===== config.mk =====
export PLATFORM = sky130hd
export DESIGN_NAME = time_setter
export DESIGN_NICKNAME = d
export VERILOG_FILES = /design/src/rtl/time_setter_pkg.sv /design/src/rtl/time_setter_button_debounce.sv /design/src/rtl/time_setter.sv
export SDC_FILE = /design/constraint.sdc
export NUM_CORES = 1
export LEC_CHECK = 0
export ABC_AREA = 1
export CORE_MARGIN = 5
export CORE_UTILIZATION = 45
export CTS_BUF_LIST = sky130_fd_sc_hd__clkbuf_8 sky130_fd_sc_hd__clkbuf_16
export DETAILED_ROUTE_END_ITERATION = 8
export DONT_BUFFER_PORTS = 1
export GPL_ROUTABILITY_DRIVEN = 0
export SLEW_MARGIN = 20
export SYNTH_ARGS = -nofsm -noshare
export SYNTH_HDL_FRONTEND = slang
export SYNTH_SLANG_ARGS = --single-unit

===== constraint.sdc =====
create_clock -name clock -period 8.25 [get_ports clock]
set_input_delay 1.65 -clock clock [delete_from_list [all_inputs] [get_ports clock]]
set_output_delay 1.65 -clock clock [all_outputs]
set_load 0.01 [all_outputs]

===== src/rtl/time_setter_pkg.sv =====
// Shared encodings for the time setter: FSM states, cursor positions and BCD digit limits.
package time_setter_pkg;

  typedef enum logic [1:0] {
    IDLE   = 2'd0,
    EDIT   = 2'd1,
    COMMIT = 2'd2
  } state_t;

  localparam logic [2:0] CUR_HOUR10   = 3'd0;
  localparam logic [2:0] CUR_HOUR1    = 3'd1;
  localparam logic [2:0] CUR_MINUTE10 = 3'd2;
  localparam logic [2:0] CUR_MINUTE1  = 3'd3;
  localparam logic [2:0] CUR_SECOND10 = 3'd4;
  localparam logic [2:0] CUR_SECOND1  = 3'd5;

  localparam logic [3:0] LIM_HOUR10   = 4'd2;
  localparam logic [3:0] LIM_NINE     = 4'd9;
  localparam logic [3:0] LIM_HOUR1_20 = 4'd3;
  localparam logic [3:0] LIM_TENS     = 4'd5;

  // Upper bound of the digit at idx; hour1 depends on the current hour10.
  function automatic logic [3:0] digit_limit(input logic [2:0] idx, input logic [3:0] hour10);
    logic [3:0] lim;
    case (idx)
      CUR_HOUR10:   lim = LIM_HOUR10;
      CUR_HOUR1:    lim = (hour10 == LIM_HOUR10) ? LIM_HOUR1_20 : LIM_NINE;
      CUR_MINUTE10: lim = LIM_TENS;
      CUR_SECOND10: lim = LIM_TENS;
      default:      lim = LIM_NINE;
    endcase
    return lim;
  endfunction

endpackage


===== src/rtl/time_setter_button_debounce.sv =====
// Two-flop synchronizer, stability-count debouncer and rising-edge press pulse.
// The debounced level flips only after DB_CYCLES consecutive samples that differ from it.
module button_debounce #(
  parameter int DB_CYCLES = 100000
) (
  input  logic clock,
  input  logic reset,
  input  logic raw,
  output logic press
);

  localparam int CW = (DB_CYCLES < 2) ? 1 : $clog2(DB_CYCLES + 1);

  logic [1:0]    sync;
  logic          level;
  logic          level_q;
  logic [CW-1:0] cnt;

  always_ff @(posedge clock or posedge reset) begin
    if (reset) begin
      sync    <= 2'b00;
      level   <= 1'b0;
      level_q <= 1'b0;
      cnt     <= '0;
    end else begin
      sync    <= {sync[0], raw};
      level_q <= level;
      // Any sample agreeing with the current level restarts the stability window.
      if (sync[1] == level) begin
        cnt <= '0;
      end else if (cnt == CW'(DB_CYCLES - 1)) begin
        level <= sync[1];
        cnt   <= '0;
      end else begin
        cnt <= cnt + 1'b1;
      end
    end
  end

  assign press = level & ~level_q;

endmodule


===== src/rtl/time_setter.sv =====
// Pushbutton-driven BCD time editor: load current time, edit digit by digit, commit with a one-cycle write.
// Button presses are debounced; mode outranks next, which outranks up/down.
module time_setter
  import time_setter_pkg::*;
#(
  parameter int DB_CYCLES = 100000
) (
  input  logic       clock,
  input  logic       reset,
  input  logic       btn_mode,
  input  logic       btn_next,
  input  logic       btn_up,
  input  logic       btn_down,
  input  logic [3:0] curHour10,
  input  logic [3:0] curHour1,
  input  logic [3:0] curMinute10,
  input  logic [3:0] curMinute1,
  input  logic [3:0] curSecond10,
  input  logic [3:0] curSecond1,
  output logic [3:0] setHour10,
  output logic [3:0] setHour1,
  output logic [3:0] setMinute10,
  output logic [3:0] setMinute1,
  output logic [3:0] setSecond10,
  output logic [3:0] setSecond1,
  output logic       write,
  output logic       editing,
  output logic [2:0] cursor
);

  logic p_mode, p_next, p_up, p_down;

  button_debounce #(.DB_CYCLES(DB_CYCLES)) u_db_mode (.clock(clock), .reset(reset), .raw(btn_mode), .press(p_mode));
  button_debounce #(.DB_CYCLES(DB_CYCLES)) u_db_next (.clock(clock), .reset(reset), .raw(btn_next), .press(p_next));
  button_debounce #(.DB_CYCLES(DB_CYCLES)) u_db_up   (.clock(clock), .reset(reset), .raw(btn_up),   .press(p_up));
  button_debounce #(.DB_CYCLES(DB_CYCLES)) u_db_down (.clock(clock), .reset(reset), .raw(btn_down), .press(p_down));

  state_t          state_q, state_n;
  logic [5:0][3:0] dig_q, dig_n;
  logic [2:0]      cursor_q, cursor_n;
  logic [3:0]      sel, lim, nxt;

  always_ff @(posedge clock or posedge reset) begin
    if (reset) begin
      state_q  <= IDLE;
      dig_q    <= '0;
      cursor_q <= CUR_HOUR10;
      editing  <= 1'b0;
      write    <= 1'b0;
    end else begin
      state_q  <= state_n;
      dig_q    <= dig_n;
      cursor_q <= cursor_n;
      editing  <= (state_n == EDIT);
      write    <= (state_n == COMMIT);
    end
  end

  always_comb begin
    state_n  = state_q;
    dig_n    = dig_q;
    cursor_n = cursor_q;
    sel      = dig_q[cursor_q];
    lim      = digit_limit(cursor_q, dig_q[CUR_HOUR10]);
    nxt      = sel;
    case (state_q)
      IDLE: begin
        if (p_mode) begin
          state_n  = EDIT;
          dig_n    = {curSecond1, curSecond10, curMinute1, curMinute10, curHour1, curHour10};
          cursor_n = CUR_HOUR10;
        end
      end
      EDIT: begin
        if (p_mode) begin
          state_n = COMMIT;
        end else if (p_next) begin
          cursor_n = (cursor_q == CUR_SECOND1) ? CUR_HOUR10 : cursor_q + 3'd1;
        end else if (p_up ^ p_down) begin
          if (p_up) nxt = (sel >= lim) ? 4'd0 : sel + 4'd1;
          else      nxt = (sel == 4'd0) ? lim : sel - 4'd1;
          dig_n[cursor_q] = nxt;
          // Keep the hour within 23 when hour10 lands on 2.
          if (dig_n[CUR_HOUR10] == LIM_HOUR10 && dig_n[CUR_HOUR1] > LIM_HOUR1_20)
            dig_n[CUR_HOUR1] = LIM_HOUR1_20;
        end
      end
      COMMIT:  state_n = IDLE;
      default: state_n = IDLE;
    endcase
  end

  assign cursor      = cursor_q;
  assign setHour10   = dig_q[CUR_HOUR10];
  assign setHour1    = dig_q[CUR_HOUR1];
  assign setMinute10 = dig_q[CUR_MINUTE10];
  assign setMinute1  = dig_q[CUR_MINUTE1];
  assign setSecond10 = dig_q[CUR_SECOND10];
  assign setSecond1  = dig_q[CUR_SECOND1];

endmodule

# Yosys cells after proc, flatten, opt, wreduce, memory -nomap -nowiden
# Cells that the tools add are included.
# Widths: inputs -> output; s select.
# op_classes
n_eq_ne	22
add_sub_neg	7
reduce_logical	13
order_cmp	4
n_bitwise	13
muxes	36
# ops
cell	count
$mux 17	8
$mux 24	4
$add 17x1->17 const B	4
$eq 17x17->1 const B	4
$pmux 24 s2	1
$mux 4	11
$bwmux 24	1
$bmux 4 s3	1
$demux 4 s3	1
$mux 3	4
$pmux 4 s3	1
$ne 2x2->1 const B	5
$eq 4x2->1 const B	2
$not 1->1	8
$reduce_and 2->1	4
$eq 3x3->1 const B	2
$pmux 3 s2	1
$reduce_and 5->1	1
$add 4x1->4 const B	1
$and 1x1->1	4
$eq 1x1->1	4
$eq 2x1->1 const B	2
$ge 4x4->1	1
$gt 4x2->1 const B	1
17 further kinds	19
# word_totals
in_bits	30
ff_bits	115
output_inout_bits	29
word_cells	121

# Longest topological paths before layout
# Gate-level depths: netlist (run 1).
# logic_depth
word_depth	18
depth_mapped	23
depth_no_buf	22

# By module
# A second synthesis (run 1) with hierarchy kept.
# hier_totals
hier_cells	935
area_unflattened_um2	6840.3
# modules_own_cells
mod	seq_area_each_um2	area_per_inst_um2	instances	cells_each
button_debounce	525.5	1139.8	4	149
time_setter	775.7	2280.9	1	339

# Least setup slack after synthesis (run 1)
# OpenSTA, ideal clock, no wires.
# synth_path
kind	register to register
from	register cursor_q[1] (netlist: cursor[1])
to	register dig_q, in the netlist setHour1[3]
arrival_time_ps	2401
setup_slack_ps	5726
setup_ps	122
path_stages_with_launch	23
required_time_ps	8128
n_path_buf	1
period_less_slack_ps	2524
cell_sequence	dfrtp_1 -> buf_6 -> inv_2 -> nand2_1 -> nor2_1 -> nor2_1 -> nand2_1 -> nand2_2 -> inv_1 -> ha_1 -> a21boi_0 -> o21ai_0 -> nand2_1 -> nand2_1 -> nand2_1 -> nor2_1 -> nand3_1 -> nand2_2 -> nand2_2 -> nand3_2 -> nand3_2 -> nand2_1 -> a21oi_1
# synth_via
elab_chain_len	18
word_cells_on_any_way	33
classes_between	add/sub: 2; order compare: 4; eq/ne: 4; mux: 18; reduce/logical: 5
# synth_lines
element	line	source
start: declaration	time_setter.sv:40	logic [2:0] cursor_q, cursor_n;
start signal: assignment	time_setter.sv:53	cursor_q <= cursor_n;
$eq 3x3->1 / $eq 3x2->1 (equally long branches)	time_setter_pkg.sv:25	case (idx)
$reduce_or 2->1 (no source line)	--	
$pmux 4 s3	time_setter_pkg.sv:25	
$ge 4x4->1	time_setter.sv:80	if (p_up) nxt = (sel >= lim) ? 4'd0 : sel + 4'd1;
$mux 4 (2 in a row)	time_setter.sv:80	
$mux 4	time_setter.sv:79	end else if (p_up ^ p_down) begin
$mux 4	time_setter.sv:77	end else if (p_next) begin
$mux 4	time_setter.sv:75	if (p_mode) begin
$mux 4	time_setter.sv:66	case (state_q)
$bwmux 24 (*)	time_setter.sv:82	dig_n[cursor_q] = nxt;
$gt 4x2->1 / $eq 4x2->1 (equally long branches)	time_setter.sv:84	if (dig_n[CUR_HOUR10] == LIM_HOUR10 && dig_n[CUR_HOUR1] > LIM_HOUR1_20)
$logic_and 1x1->1	time_setter.sv:84	
$mux 4 (*)	time_setter.sv:84	
$mux 24 (*)	time_setter.sv:79	
$mux 24 (*)	time_setter.sv:77	
$mux 24 (*)	time_setter.sv:75	
$pmux 24 s2 (*)	time_setter.sv:66	
end signal: assignment	time_setter.sv:52	dig_q <= dig_n;
end: declaration	time_setter.sv:39	logic [5:0][3:0] dig_q, dig_n;
# Every way passes the cells marked *; elsewhere a longest branch is shown, timed or not. The select of a mux whose other input is x is not followed.
# A chain may end at the register's enable or synchronous reset.

# Final worst setup path (run 1)
# layout_path
from	register cursor_q[0] (netlist: cursor[0])
to	register dig_q, in the netlist setHour1[3]
# The elaborated chain is that of the path after synthesis.

==> reports/results.ini, run 1 <==
[floorplanning]
start_util = 0.4595
io_pins = 59
die_area_mm2 = 0.01601
core-area_mm2 = 0.01330
fp.dieH_um = 126.5
die_w_um = 126.5
rows = 42

[logic_synthesis]
synth.area.top_cells = dfrtp_1, nand2_1, nor2_1
synth.avg_cell_area_um2 = 8.028
synth_cell_type_count = 43
yosys_warnings = 0
synth_ff_type = dfrtp_1
syn_nets = 801
netlist_area_mm2 = 0.006110
synth.largest_area_cell = dfrtp_1
synth_edf_count = 0
synthCells = 761
seq_area_frac_synth = 0.4710
synthArstFlopShare = 1.000
synth_top_cell_area_share = 0.4710
synth_seq_cells = 115

[clocking]
cts_buffers = 17
cts_resized = 0
cts.sink_count = 115
clkTransAtPathRegs_ns = 0.05
cts_hold_buf = 0
clockBufferDepth = 2
clockRootBuffer = clkbuf_16
cts_tree = built
clk_latency_ns = 0.42
htreeDepth = 4
post_cts_buffers = 0

[critical_path]
cp_slowest_cell = dfrtp_1
crit_path_end_kind = register
crit_fanout = 16
crit_chain = inv_2, nand2_2, nor2_1, nor2_1, nand2_1, nand2_2, inv_1, ha_1, a21boi_0, o21ai_0, nand2_1, nand2_1, nand2_1, nor2_1, nand3_1, nand2_2, nand2_2, nand3_2, nand3_2, nand2_1, a21oi_1
worstSetupPathType = reg2reg
cpMostUsedCell = nand2_1
cp-start-kind = register
ff2ff_path_depth = 21
critPathRequiredTime_ns = 8.54
timing.critical_path.slowest_cell_delay_ns = 0.71
critPathTopFamily = simple AND/OR/NAND/NOR gates
cp.arrival_ns = 3.50
cp.depth = 21
crit_buf_inv = 2

[power]
leakage_nw = 3.107
peakVddDrop_mv = 0.1185
power_density_mw_per_mm2 = 195.7

[sta]
max_freq_mhz = 311.7
drv_slew = 0
relSlewSlack = 0.3664
tns_ns = 0
finalCritPeriodShare = 0.3889
rsz0062_at_grt = false
finalSetupViolCount = 0
min_period_ns = 3.208
tightest_slew_ns = 0.9494
hold_viol_final = 0
fin_worst_skew_ns = 0.006727
holdWs_ns = 0.3471

[min_path]
min_path_cells = 0
hold_class = reg2reg

[routing]
vias = 5049
drtPass1Iterations = 5
wire_per_inst_um = 14.63
ant_nets = 0
via_per_inst = 5.259
drtIter0Drc = 327
drcViolationCount = 0
wl_mm = 14.05

[global_routing]
first_global_vias = 5010
grt_usage = 0.1856
grt_max_degree = 83
grt_pass1_wl_mm = 24.14
gr-total-overflow = 0
antenna_found_initial = 0

[flow_run]
drv_cap = 0

[final_layout]
final_common_cell = nand2_1
antennaDiodeCount = 0
drive_gt1_frac = 0.1071
fill_cells = 1254
syn2layout_area_growth_pct = 12.96
final_nets = 812
mostFrequentLayoutCells = nand2_1, dfrtp_1, nor2_1

[place]
dp_hpwl_mm = 10.22
port_buffers = 0

[status]
run_status = complete, no violations

path summary, 6_finish.rpt:
check	startpoint	to	slack [ns]
min in group asynchronous	reset	u_db_mode.cnt[10]$_DFF_PP0_	1.10
max in group asynchronous	reset	setMinute10[0]$_DFFE_PP0P_	6.07
min	u_db_up.sync[0]$_DFF_PP0_	u_db_up.sync[1]$_DFF_PP0_	0.35
max reg2reg	cursor[0]$_DFFE_PP0P_	setHour1[3]$_DFFE_PP0P_	5.04
min reg2reg	u_db_up.sync[0]$_DFF_PP0_	u_db_up.sync[1]$_DFF_PP0_	0.35
max	cursor[0]$_DFFE_PP0P_	setHour1[3]$_DFFE_PP0P_	5.04
layer usage:
metal	part of all wire	track usage
met1	0.45	0.2354
met2	0.48	0.3029
met3	0.052	0.05128
met4	0.021	0.07066
met5	0	0
worst register-to-register path, cell delays in order (launching register included):
cell and delay (ns):
dfrtp_1 0.71, inv_2 0.24, nand2_2 0.12, nor2_1 0.04
nor2_1 0.09, nand2_1 0.07, nand2_2 0.12, inv_1 0.09
ha_1 0.29, a21boi_0 0.12, o21ai_0 0.15, nand2_1 0.06
nand2_1 0.08, nand2_1 0.07, nor2_1 0.13, nand3_1 0.13
nand2_2 0.18, nand2_2 0.08, nand3_2 0.07, nand3_2 0.10
nand2_1 0.08, a21oi_1 0.07
cells in the mapped netlist, drive strengths merged, types with 3 or more instances:
| cell | instances |
|---|---|
| nand2 | 167 |
| a211oi | 4 |
| o21a | 8 |
| o21ai | 32 |
| clkbuf | 7 |
| xnor2 | 4 |
| ha | 10 |
| nor2 | 114 |
| inv | 106 |
| xor2 | 10 |
| nor3b | 8 |
| dfrtp | 115 |
| a22oi | 14 |
| nor4 | 12 |
| buf | 5 |
| nor3 | 37 |
| a21oi | 53 |
| nand4 | 7 |
| o22ai | 3 |
| nand3 | 31 |
| o21bai | 3 |
cell families after synthesis:
kind of cell / Yosys count / synth area share
AOI/OAI and AO/OA: 124 / 0.1196
muxes: 2 / 0.003686
adders and majority gates: 10 / 0.02048
and+or+nand+nor: 378 / 0.2892
xor gates and xnor gates: 14 / 0.02007
DFF: 115 / 0.4710
buffers and inverters: 118 / 0.07598
flip-flops by register name, indices dropped and copies added, names as in the netlist, 3 cells and up:
register / flops
setSecond1: 4
u_db_down.cnt: 17
u_db_mode.cnt: 17
cursor: 3
setMinute10: 4
u_db_up.cnt: 17
setSecond10: 4
u_db_next.cnt: 17
setHour1: 4
setHour10: 4
setMinute1: 4
report_power, final:
part	internal, W	switching [W]	total [W]	leakage, nW
Sequential	0.000571	0.00000414	0.000576	1.46
Clock	0.000493	0.000252	0.000745	0.303
Combinational	0.00000816	0.0000221	0.0000303	1.34
area by class of cell:
cell class	count	area (um2)	share of cell area
Timing Repair Buffer	4	33.78	0.004895
Multi-Input combinational cell	528	2768	0.4010
Inverter	106	400.4	0.05801
Sequential cell	115	2878	0.4170
Clock buffer	20	466.7	0.06762
Tap cell	176	220.2	0.03191
Clock inverter	11	135.1	0.01958
metrics by stage:
step	utilization	worst slack (ns)	area (um2)	cells	power [W]
3_3_place_gp	0.4736	5.209	6296	929	0.0006155
5_1_grt	0.5191	4.677	6902	960	0.001401
3_5_place_dp	0.4736	5.081	6296	929	0.0006167
6_report	0.5191	5.042	6902	960	0.001351
2_1_floorplan	-	3.556	6110	761	0.0006074
4_1_cts	0.5188	5.061	6898	960	0.001366
Power figures use the tool's default switching activity.
==> run 2, diff against run 1 <==
==> constraint.sdc (replaced) <==
create_clock -name clock -period 2.6 [get_ports clock]
set_input_delay 0.52 -clock clock [delete_from_list [all_inputs] [get_ports clock]]
set_output_delay 0.52 -clock clock [all_outputs]
set_load 0.01 [all_outputs]
==> run 2 against run 1 <==
Compared with the run above:
- the flow now finishes with violations (negative setup slack)
- clock skew up 0.00053 ns
- hold slack got worse by 0.27 ns
- utilization grew 2.8 points
- sequential power rose to 3.2 times the previous value
- sequential cell count stayed put
- sequential share of layout area down 2.1 points
- non-clock buffer count is 34 higher
- clock-buffer cell count stayed put
- register-to-register slack got worse by 5.2 ns
- first-iteration DRC count decreased by 13%
- final area increased by 5.4%
- total power increased to 3.0 times the previous value
- critical path type unchanged
- largest power group unchanged
- highest routed layer unchanged
==> reports/results.ini, run 2 (synthesis results as in run 1) <==
[status]
run_status = complete, but fails checks
violations = negative setup slack

[power]
leakage_nw = 3.252  ; +4.7%
power_density_mw_per_mm2 = 552.8  ; +180%
peakVddDrop_mv = 0.5596  ; +370%
power.total_w = 0.004022  ; +200%

[final_layout]
final_cells = 995  ; +3.6%
final_nets = 846  ; +4.2%
drive_gt1_frac = 0.1807  ; +0.07357
fill_cells = 1221  ; -2.6%
antennaDiodeCount = 0  ; unchanged
multi_input_area_mm2 = 0.002917  ; +5.4%
fin_util = 0.5472  ; +0.02814
register_area_mm2 = 0.002879  ; about the same
final_common_cell = nand2_1
syn2layout_area_growth_pct = 19.09
mostFrequentLayoutCells = nand2_1, dfrtp_1, nor2_1

[sta]
tightest_slew_ns = 1.064  ; +0.1144 ns
drv_slew = 0  ; unchanged
relSlewSlack = 0.2901  ; -0.07633
finalSetupViolCount = 18  ; +18
holdWs_ns = 0.08165  ; -0.2655 ns
fin_ws_ns = -0.1266  ; -5.168 ns
fin_worst_skew_ns = 0.007259  ; +0.0005322 ns
rsz0062_at_grt = true
finalCritPeriodShare = 1.049  ; +0.6598
hold_viol_final = 0  ; unchanged
max_freq_mhz = 366.8  ; +18%
min_period_ns = 2.727  ; -0.4818 ns

[global_routing]
first_global_vias = 5085  ; +1.5%
antenna_found_initial = 0  ; unchanged
grt_max_degree = 90  ; +8.4%
gr-total-overflow = 0  ; unchanged
grt_pass1_wl_mm = 23.76  ; -1.6%
grt_usage = 0.1829  ; -0.002715

[flow_run]
drv_cap = 0  ; unchanged

[routing]
dr_wl_met2_mm = 7.057  ; +5.0%
wire_per_inst_um = 14.42  ; -1.5%
drtPass1Iterations = 5  ; unchanged
topRoutingLayerUsed = met4
drcViolationCount = 0  ; unchanged
wl_mm = 14.35  ; +2.1%
met1Wirelength_mm = 6.254  ; -0.70%
via_per_inst = 5.140  ; -2.3%
drtIter0Drc = 283  ; -13%
route.met3.wl_um = 741  ; +0.82%
vias = 5114  ; +1.3%
ant_nets = 0  ; unchanged

[critical_path]
crit_path_end_kind = register
cp.arrival_ns = 3.07  ; -0.43 ns
cp-start-kind = register
crit_buf_inv = 5  ; +3
worstSetupPathType = reg2reg
crit_fanout = 8  ; -8
cp_slowest_cell = dfrtp_2
critPathTopFamily = simple AND/OR/NAND/NOR gates
timing.critical_path.slowest_cell_delay_ns = 0.47  ; -0.24 ns
crit_chain = clkinv_4, nand2_4, nor2_1, nor2_1, nand2_1, nand2_2, inv_2, ha_4, a21boi_2, o21ai_1, nand2_1, nand2_2, buf_6, nand4_1, nand2_2, buf_4, buf_6, a22oi_1, o21ai_1
cpMostUsedCell = nand2_2
critPathRequiredTime_ns = 2.94  ; -5.60 ns

[clocking]
htreeDepth = 4  ; unchanged
clk_latency_ns = 0.42  ; about the same
clockBufferDepth = 2  ; unchanged
cts_buffers = 17  ; unchanged
clkTransAtPathRegs_ns = 0.06  ; about the same
cts_hold_buf = 0  ; unchanged
clockRootBuffer = clkbuf_16
cts_tree = built
cts.sink_count = 115  ; unchanged

[place]
port_buffers = 0  ; unchanged
dp_slack_ns = -0.08529  ; -5.166 ns
dp_hpwl_mm = 10.36  ; +1.4%
numPlacedInstances = 957  ; +3.0%

[floorplanning]
die_w_um = 126.5  ; unchanged
start_util = 0.4595  ; unchanged
die_area_mm2 = 0.01601  ; unchanged
io_pins = 59  ; unchanged
fp.dieH_um = 126.5  ; unchanged
core-area_mm2 = 0.01330  ; unchanged
rows = 42  ; unchanged

[min_path]
hold_class = in2async

-- run 2: cell types whose count changed in the layout (fill, tap and decap cells not counted), moves of 4 or more --
cell     previous run  this run
a22oi_1            14         9
a22oi_2             0         5
buf_4               3        32
buf_6               1         5
nand2_1           155       144
nand2_2            10        20
nand3_1            26        22
nor2_1            106       102
o21ai_0            31        18
o21ai_1             1        13
-- run 2: cell type report --
class                   count  share of cell area
repair buffers             38             0.04351
clock inverters            12            0.009630
well taps                 176             0.03027
clock buffers              20             0.06414
inverters                 106             0.05589
multi-input cells         528              0.4009
flip-flops and latches    115              0.3957
-- run 2: metal layers --
metal  global-route usage  vias to the layer above
met5                    0                        -
met4              0.06940                        0
met3              0.05591                       28
met2               0.3067                      105
met1               0.2216                     2410
li1                     -                     2571
-- run 2: where the power goes --
part / leakage [nW] / switching, W / internal [W]
clock: 0.278 / 0.000823 / 0.00127
combinational: 1.51 / 0.0000705 / 0.0000313
sequential: 1.46 / 0.0000136 / 0.00181
total: 3.25 / 0.000907 / 0.00312
-- run 2: worst paths after layout --
path	to	slack (ns)	start	cells after the start
max	setMinute1[2]$_DFFE_PP0P_	-0.13	cursor[0]$_DFFE_PP0P_	19
min	u_db_mode.cnt[11]$_DFF_PP0_	0.08	reset	2
max reg2reg	setMinute1[2]$_DFFE_PP0P_	-0.13	cursor[0]$_DFFE_PP0P_	19
min reg2reg	u_db_down.sync[1]$_DFF_PP0_	0.35	u_db_down.sync[0]$_DFF_PP0_	0
max in group asynchronous	cursor[0]$_DFFE_PP0P_	2.09	reset	2
min in group clock	u_db_mode.sync[0]$_DFF_PP0_	0.12	btn_mode	0
-- run 2: worst register-to-register path, cell delays in order (launching register included) --
cell	delay (ns)
dfrtp_2	0.47
clkinv_4	0.13
nand2_4	0.08
nor2_1	0.04
nor2_1	0.14
nand2_1	0.12
nand2_2	0.10
inv_2	0.06
ha_4	0.20
a21boi_2	0.14
o21ai_1	0.14
nand2_1	0.08
nand2_2	0.09
buf_6	0.10
nand4_1	0.14
nand2_2	0.12
buf_4	0.11
buf_6	0.12
a22oi_1	0.08
o21ai_1	0.19
-- run 2: repair_timing --
item | 4_1_cts | 5_1_grt
gates resized for setup | 6 | 53
gates cloned | 0 | 0
endpoints found under the setup margin | 20 | 24
setup buffers | 0 | 6
pin swaps | 0 | 28
-- run 2: stage by stage --
step                      area, um2   TNS (ns)
after floorplan                6113          0
after global placement         6520   -0.03367
after detailed placement       6520    -0.5348
after CTS                      7061  -0.001067
after global routing           7276     -5.635
final                          7276     -1.058
==> run 3, diff against run 2 <==
--- a/config.mk
+++ b/config.mk
@@ -12,6 +12,8 @@
 export DETAILED_ROUTE_END_ITERATION = 8
 export DONT_BUFFER_PORTS = 1
 export GPL_ROUTABILITY_DRIVEN = 0
+export PLACE_DENSITY = 0.68
+export SETUP_SLACK_MARGIN = 0.3
 export SLEW_MARGIN = 20
 export SYNTH_ARGS = -nofsm -noshare
 export SYNTH_HDL_FRONTEND = slang
==> constraint.sdc (replaced) <==
create_clock -name clock -period 2.6 [get_ports clock]
set_input_delay 0.52 -clock clock [delete_from_list [all_inputs] [get_ports clock]]
set_output_delay 0.52 -clock clock [all_outputs]
set_load 0.1 [all_outputs]
==> run 3 against run 2 <==
Compared with the run above:
- hold slack lost 0.074 ns
- first-iteration DRC count grew 69%
- wire length grew 8.9%
- sequential power is essentially flat
- clock-buffer cell count shrank 3
- total power grew 7.0%
- the run still ends with negative setup slack left
- setup slack gained 0.061 ns
- sequential share of layout area shrank 2.3 points
- clock power grew 13%
- via count grew 8.0%
- final area grew 6.9%
==> reports/results.ini, run 3 (synthesis results as in run 1) <==
[sta]
fin_ws_ns = -0.06582  ; +0.06083 ns
rsz0062_at_grt = true
hold_viol_final = 0  ; unchanged
tightest_slew_ns = 1.032  ; -0.03180 ns
finalSetupViolCount = 4  ; -14
drv_slew = 0  ; unchanged
relSlewSlack = 0.3113  ; +0.02123
min_period_ns = 2.666  ; -0.06083 ns
fin_worst_skew_ns = 0.01061  ; +0.003354 ns
max_freq_mhz = 375.1  ; +2.3%
finalCritPeriodShare = 1.025  ; -0.02340
tns_ns = -0.2443  ; +0.8136 ns

[clocking]
clkTransAtPathRegs_ns = 0.05  ; about the same
cts_hold_buf = 0  ; unchanged
htreeDepth = 4  ; unchanged
clk_latency_ns = 0.42  ; about the same
cts.sink_count = 115  ; unchanged
cts_tree = built
clockBufferDepth = 2  ; unchanged
clockRootBuffer = clkbuf_16
cts_buffers = 17  ; unchanged

[global_routing]
grt_max_degree = 45  ; -50%
antenna_found_initial = 0  ; unchanged
first_global_vias = 5441  ; +7.0%
grt_pass1_wl_mm = 25.63  ; +7.9%
gr-total-overflow = 0  ; unchanged
grt_usage = 0.1968  ; +0.01386

[place]
dpl_cell_area_mm2 = 0.006633  ; +1.7%
dp_hpwl_mm = 10.59  ; +2.2%
port_buffers = 0  ; unchanged

[final_layout]
final_common_cell = nand2_1
mostFrequentLayoutCells = nand2_1, dfrtp_1, inv_1
drive_gt1_frac = 0.2656  ; +0.08486
final_nets = 879  ; +3.9%
syn2layout_area_growth_pct = 27.30
antennaDiodeCount = 0  ; unchanged
stdcell_area_mm2 = 0.007777  ; +6.9%
fin_util = 0.5850  ; +0.03774

[critical_path]
timing.critical_path.slowest_cell_delay_ns = 0.48  ; about the same
worstSetupPathType = reg2reg
critPathTopFamily = simple AND/OR/NAND/NOR gates
cp.arrival_ns = 2.97  ; -0.10 ns
crit_buf_inv = 1  ; -4
crit_path_end_kind = register
crit_chain = nor2_1, nand3_1, nand2_1, inv_1, ha_4, a21boi_2, o21ai_1, nand2_1, nand2_2, nand2_2, nor2_4, nand2_2, nand3_2, nand2_1, nor2_2, nand3_4, nand2_2, a21oi_2
cp-start-kind = register
cpMostUsedCell = nand2_2
critPathRequiredTime_ns = 2.90  ; -0.04 ns
crit_fanout = 6  ; -2
cp_slowest_cell = dfrtp_2

[routing]
via_per_inst = 5.376  ; +4.6%
vias = 5521  ; +8.0%
drcViolationCount = 0  ; unchanged
drtPass1Iterations = 5  ; unchanged
ant_nets = 0  ; unchanged
wl_mm = 15.62  ; +8.9%
drtIter0Drc = 478  ; +69%
wire_per_inst_um = 15.21  ; +5.5%

[floorplanning]
die_w_um = 126.5  ; unchanged
rows = 42  ; unchanged
fp.dieH_um = 126.5  ; unchanged
io_pins = 59  ; unchanged
core-area_mm2 = 0.01330  ; unchanged
start_util = 0.4595  ; unchanged
die_area_mm2 = 0.01601  ; unchanged

[power]
power_density_mw_per_mm2 = 553.4  ; +0.11%
peakVddDrop_mv = 0.5141  ; -8.1%
power.total_w = 0.004304  ; +7.0%
leakage_nw = 3.509  ; +7.9%

[min_path]
hold_class = in2async

[flow_run]
drv_cap = 0  ; unchanged

[status]
violations = negative setup slack
run_status = complete, but fails checks

## run 3: cell count changes in the layout (fill, tap and decap cells not counted), moves of 5 or more
cell,delta
buf_4,+31
dfrtp_1,-13
dfrtp_2,+13
inv_1,-5
nand2_1,-11
nand2_2,+9
nor2_1,-9
nor2_4,+7
## run 3: layout make-up
| class | count | area [um2] |
|---|---|---|
| multi-input combinational | 528 | 3082 |
| clock inverter | 14 | 173.9 |
| clock buffer | 17 | 425.4 |
| fill | 1119 | 5518 |
| inverter | 106 | 409.1 |
| timing repair buffer | 71 | 571.8 |
| tap | 176 | 220.2 |
| sequential | 115 | 2895 |
## run 3: power breakdown
| part | internal, W | leakage (nW) | switching [W] | total [W] |
|---|---|---|---|---|
| clock | 0.00157 | 0.303 | 0.000797 | 0.00237 |
| combinational | 0.0000334 | 1.75 | 0.0000725 | 0.000106 |
| sequential | 0.00181 | 1.45 | 0.0000143 | 0.00183 |
## run 3: final timing paths
kind                                                 from                           to  slack, ns  cells after the start
worst max register to register      cursor[1]$_DFFE_PP0P_      setHour1[3]$_DFFE_PP0P_      -0.07                     18
min in group clock                                 btn_up    u_db_up.sync[0]$_DFF_PP0_       0.13                      0
worst min-delay path                                reset  u_db_next.sync[0]$_DFF_PP0_      0.008                      1
worst max-delay path                cursor[1]$_DFFE_PP0P_      setHour1[3]$_DFFE_PP0P_      -0.07                     18
worst min register to register  u_db_up.sync[0]$_DFF_PP0_    u_db_up.sync[1]$_DFF_PP0_       0.35                      0
max in group asynchronous                           reset   u_db_down.cnt[7]$_DFF_PP0_       1.96                      2
## run 3: worst register-to-register path: cells and delay by family, from the launching register on
| kind | cells | cell delay, ns |
|---|---|---|
| fa+ha+maj | 1 | 0.24 |
| buf+inv | 1 | 0.09 |
| compound gates | 3 | 0.32 |
| flops | 1 | 0.48 |
| simple gates | 13 | 1.44 |
## run 3: per-stage QoR
| step | cells | setup slack, ns | hold slack (ns) |
|---|---|---|---|
| final | 1027 | -0.06582 | 0.007896 |
| after global routing | 1027 | -0.2481 | 0.02122 |
| after CTS | 1015 | 0.03936 | 0.004156 |
| after detailed placement | 969 | 0.008651 | 0.3364 |
| after global placement | 969 | 0.03232 | 0.3356 |
| after floorplan | 761 | -0.1700 | 0.3312 |
## run 3: what timing repair did
| action | 4_1_cts | 5_1_grt |
|---|---|---|
| gates resized for setup | 22 | 70 |
| setup endpoints to repair | 24 | 33 |
| pin swaps | 24 | 42 |
| buffers inserted | 15 | 12 |
## run 3: routing by layer
layer | up-vias | global-route usage | share of wire
met3 | 54 | 0.05717 | 0.059
met1 | 2625 | 0.2396 | 0.41
met5 | - | 0 | 0
met2 | 193 | 0.3238 | 0.49
li1 | 2649 | - | -
met4 | 0 | 0.08896 | 0.035
